<file path="src/rtl/fix2float_pipe.sv">
// Signed fixed-point (WIDTH fractional bits, range [-2,2)) to IEEE-754 single.
// Three registered stages: sign/abs, normalise, round-to-nearest-even and pack.
module fix2float_pipe #(
  parameter int WIDTH = 24
) (
  input  logic             clk,
  input  logic             rst_n,
  input  logic             in_valid,
  output logic             in_ready,
  input  logic [WIDTH+1:0] in_data,
  output logic             out_valid,
  input  logic             out_ready,
  output logic [31:0]      out_data
);
  localparam int W2 = WIDTH + 2;

  logic v1_reg, v2_reg, v3_reg;
  logic adv1, adv2, adv3;

  assign adv3      = !v3_reg || out_ready;
  assign adv2      = !v2_reg || adv3;
  assign adv1      = !v1_reg || adv2;
  assign in_ready  = adv1;
  assign out_valid = v3_reg;

  // Stage 1: sign and magnitude. -2^(WIDTH+1) negates to itself, which is the correct unsigned magnitude.
  logic          s1_sign_reg;
  logic [W2-1:0] s1_mag_reg;
  logic [W2-1:0] mag_next;

  assign mag_next = in_data[W2-1] ? (~in_data + 1'b1) : in_data;

  always_ff @(posedge clk or negedge rst_n) begin
    if (!rst_n) begin
      v1_reg      <= 1'b0;
      s1_sign_reg <= 1'b0;
      s1_mag_reg  <= '0;
    end else if (adv1) begin
      v1_reg <= in_valid;
      if (in_valid) begin
        s1_sign_reg <= in_data[W2-1];
        s1_mag_reg  <= mag_next;
      end
    end
  end

  // Stage 2: leading-zero count and normalisation.
  logic [5:0]    lz_next;
  logic          found;
  logic [W2-1:0] norm_next;
  logic [7:0]    exp_next;

  always_comb begin
    lz_next = '0;
    found   = 1'b0;
    for (int i = W2 - 1; i >= 0; i--) begin
      if (!found && s1_mag_reg[i]) begin
        lz_next = 6'(W2 - 1 - i);
        found   = 1'b1;
      end
    end
  end

  assign norm_next = s1_mag_reg << lz_next;
  assign exp_next  = 8'd128 - {2'b00, lz_next};

  logic          s2_sign_reg;
  logic [W2-1:0] s2_norm_reg;
  logic [7:0]    s2_exp_reg;

  always_ff @(posedge clk or negedge rst_n) begin
    if (!rst_n) begin
      v2_reg      <= 1'b0;
      s2_sign_reg <= 1'b0;
      s2_norm_reg <= '0;
      s2_exp_reg  <= '0;
    end else if (adv2) begin
      v2_reg <= v1_reg;
      if (v1_reg) begin
        s2_sign_reg <= s1_sign_reg;
        s2_norm_reg <= norm_next;
        s2_exp_reg  <= exp_next;
      end
    end
  end

  // Stage 3: round and pack. A zero magnitude leaves the normalised MSB clear.
  logic [22:0] frac;
  logic        guard, sticky, round_up;
  logic [23:0] rounded;
  logic [7:0]  exp_rnd;
  logic [31:0] packed_next;

  assign frac  = s2_norm_reg[WIDTH -: 23];
  assign guard = s2_norm_reg[WIDTH-23];

  if (WIDTH > 23) begin : g_sticky
    assign sticky = |s2_norm_reg[WIDTH-24:0];
  end else begin : g_no_sticky
    assign sticky = 1'b0;
  end

  assign round_up    = guard && (sticky || frac[0]);
  assign rounded     = {1'b0, frac} + {23'd0, round_up};
  assign exp_rnd     = s2_exp_reg + {7'd0, rounded[23]};
  assign packed_next = s2_norm_reg[W2-1] ? {s2_sign_reg, exp_rnd, rounded[22:0]} : 32'h0000_0000;

  logic [31:0] out_data_reg;

  always_ff @(posedge clk or negedge rst_n) begin
    if (!rst_n) begin
      v3_reg       <= 1'b0;
      out_data_reg <= 32'h0000_0000;
    end else if (adv3) begin
      v3_reg <= v2_reg;
      if (v2_reg) out_data_reg <= packed_next;
    end
  end

  assign out_data = out_data_reg;

endmodule

</file>
<file path="config.mk">
export PLATFORM = sky130hd
export DESIGN_NAME = fix2float_pipe
export DESIGN_NICKNAME = d
export VERILOG_FILES = /design/src/rtl/fix2float_pipe.sv
export SDC_FILE = /design/constraint.sdc
export NUM_CORES = 1
export LEC_CHECK = 0
export CAP_MARGIN = 10
export CORE_ASPECT_RATIO = 0.8
export CORE_MARGIN = 8
export CORE_UTILIZATION = 50
export CTS_CLUSTER_DIAMETER = 150
export DETAILED_ROUTE_END_ITERATION = 8
export HOLD_SLACK_MARGIN = 0.03
export PLACE_DENSITY = 0.72
export SLEW_MARGIN = 40
export SYNTH_ARGS = -nofsm -noshare
export SYNTH_HDL_FRONTEND = slang
export SYNTH_SLANG_ARGS = --single-unit
</file>
<file path="constraint.sdc">
create_clock -name clk -period 3.55 [get_ports clk]
set_clock_uncertainty 0.2 [all_clocks]
set_input_delay 0.5325 -clock clk [delete_from_list [all_inputs] [get_ports clk]]
set_output_delay 0.5325 -clock clk [all_outputs]
set_load 0.02 [all_outputs]
</file>
==> impl_metrics.toml <==
[outcome]
run_status = "finished clean"

[yosys]
synth-seq-area-share_pct = 36.4
postSynthRegisterBits = 97
synth_top_cell_by_area = "dfrtp_1"
syn-mean-instance-area_um2 = 8.28
synth.distinct_cells = 77
synth_ff_type = "dfrtp_1"
most_instantiated_library_cell_after_synthesis = "nand2_1"
post_synth_instance_area_um2 = 6680
synth-async-reset-ratio_pct = 100
post_synth_most_frequent_cells = "nand2_1 (125), dfrtp_1 (97), o21ai_0 (83)"
netlist.area_leader.share_pct = 36.4
synthCells = 806
synth.top_cells.by_area = "dfrtp_1 (36%), nand2_1 (7.0%), o21ai_0 (6.2%)"
post_synth_edffs = 0
ys_warn_count = 0
syn-num-nets = 842

[sta]
final_hold_viol_count = 0
highest_clock_rate_ghz = 0.290
slew-limit-headroom_pct = 48.9
timing.final.crit_share_pct = 97.0
timing.final.setup_violations = 0
fin_hold_ws_ns = 0.280
worst-slew-pin-transition_ns = 0.762
setup_repair_after_global_routing_missed_its_margin = "no"
slew_viol_final = 0
finalCriticalPeriod_ns = 3.44

[drt]
remaining_drc_errors = 0
vias = 6977
drt-total-wl_mm = 22.0
detail_route.iter0.violations = 923
wire_length_per_cell_after_detailed_routing_um = 19.8
drt.antenna.violating_nets = 0
post_drt_via_cell_ratio = 6.26
router_iterations_before_antenna_repair = 5

[floorplan]
num_io_pins = 64
die_height_um = 119
core.rowCount = 37
die_w_um = 145
design.die.area_um2 = 17300
core_um2 = 13000
initial_utilization_pct = 51.5

[run]
drv_cap = 0

[clock_network]
worst_skew_pair.late_latency_ns = 0.36
cts_buffers = 9
cts-root-buf = "clkbuf_16"
cts.sinks = 97
clk_path_buf_depth = 2
cts_tree = "yes"
cts-htree-levels = 3
path_clk_slew_ns = 0.07

[critical_path]
cp-start-kind = "input port"
worstRegToRegCells = 10
worstSetupEndpointType = "flip-flop"
crit_arrival_ns = 3.47
criticalPathCategory = "input port to flip-flop"
path_max_fanout = 5
timing.critical_path.required_ns = 3.57

[cells_and_area]
flow.area_growth_from_synthesis_pct = 27.1
largest_reg_flops = 32
fill_cells = 1099
insertedDiodeCount = 0
finish.cell_count_without_fillers = 1114
layout-drive-gt1-share_pct = 17.4
area.sequential_um2 = 2430
final_core_util_pct = 65.5
finalNetCount = 970
multi_input_area_um2 = 3990

[grt]
grt_pass1_wl_mm = 35.5
via_count_of_the_first_global_routing_pass = 6598
globalRouteOverflowTotal = 0
global_route.usage.total_pct = 25.2
maximum_number_of_pins_on_one_net_before_global_route_repair = 64
antenna_found_initial = 0

[place]
globalplace.congestion = 0.976
placed_cell_count = 1086
dpl.hpwl_mm = 16.8
io_port_bufs = 63

[hold_path]
worstHoldPathCells = 2
min-delay-path-class = "flip-flop to flip-flop"

[pwr]
p_per_area_nw_per_um2 = 629
leakage_power_total_nw = 3.49
vdd_ir_drop_max_v = 0.000335
-- metrics by stage --
stage / cell area [um2] / setup TNS [ns] / setup slack, ns / power, mW
6_report: 8490 / 0 / 0.105 / 5.34
5_1_grt: 8490 / 0 / 0.000827 / 5.64
4_1_cts: 8450 / 0 / 0.0169 / 5.31
3_5_place_dp: 8070 / -1.49 / -0.440 / 4.24
3_3_place_gp: 8070 / -0.810 / -0.257 / 4.20
2_1_floorplan: 6680 / 0 / 0.211 / 3.16
-- layer usage --
layer / up-vias / share of wire, % / GRT usage (%)
met1: 3361 / 45 / 35.6
met4: 0 / 1.5 / 6.10
met3: 38 / 8.8 / 5.33
met5: - / 0 / 0
met2: 329 / 44 / 38.5
li1: 3249 / - / -
-- what timing repair did --
item,4_1_cts,5_1_grt
hold buffers,0,1
setup endpoints to repair,1,6
pin swaps,9,2
buffers inserted,11,0
hold endpoints to repair,0,41
resized for setup,19,7
-- cell families (layout without fill, tap and decap cells) --
kind of cell | Yosys count | in the layout | synth area share [%]
XOR/XNOR | 52 | 52 | 6.82
adder cells (fa/ha/maj) | 6 | 6 | 1.12
buffers and inverters | 74 | 207 | 4.53
flip-flops | 97 | 97 | 36.4
AND/OR/NAND/NOR | 308 | 308 | 23.3
multiplexers | 7 | 7 | 1.11
AO/OA/AOI/OAI | 262 | 262 | 26.7
-- report_power, final --
group,switching (mW),internal [mW]
clock network,0.483,0.563
logic,1.42,1.09
registers,0.330,1.45
-- final cells by class --
type / instances / share of cell area [%]
well taps: 175 / 2.58
multi-input cells: 635 / 46.9
clock buffers: 9 / 2.65
inverters: 14 / 0.619
flip-flops and latches: 97 / 28.6
clock inverters: 7 / 1.03
repair buffers: 177 / 17.6
-- cells in the final DEF, fill, tap and decap left out, types with 8 or more instances in the layout --
master             n
a211oi_1          14
a21oi_1           22
a31oi_1            9
buf_4            111
clkbuf_16          9
clkdlybuf4s50_1   52
dfrtp_1           97
inv_1             11
nand2_1          125
nand2b_1           8
nand3_1           28
nand4_1           12
nor2_1            47
nor3_1            16
nor4_1            13
o211ai_1          16
o21ai_0           82
o21ai_1           13
o31ai_1           21
or3_1              9
xnor2_1           14
xor2_1            38
-- worst max-delay path: stages --
cell and delay, ns:
buf_2 0.11, inv_2 0.08, buf_4 0.10, buf_4 0.09
buf_4 0.09, buf_4 0.10, buf_4 0.10, buf_4 0.10
buf_4 0.09, buf_4 0.09, buf_4 0.10, nand3_2 0.09
or3_4 0.38, or4_4 0.47, or4_4 0.51, buf_4 0.15
nand2_1 0.07, xor2_1 0.15, o21ai_0 0.08
-- worst paths after layout --
kind	slack [ns]	endpoint	startpoint
max	0.11	s1_mag_reg[21]	in_data[0]
max reg2reg	0.19	s2_norm_reg[15]	s1_mag_reg[21]
max in group asynchronous	1.99	s2_norm_reg[6]	rst_n
min in group asynchronous	0.53	s1_mag_reg[10]	rst_n
min reg2reg	0.28	out_data[1]	out_data[1]
min	0.28	out_data[1]	out_data[1]
No activity file was read; power rests on OpenSTA's default activity.
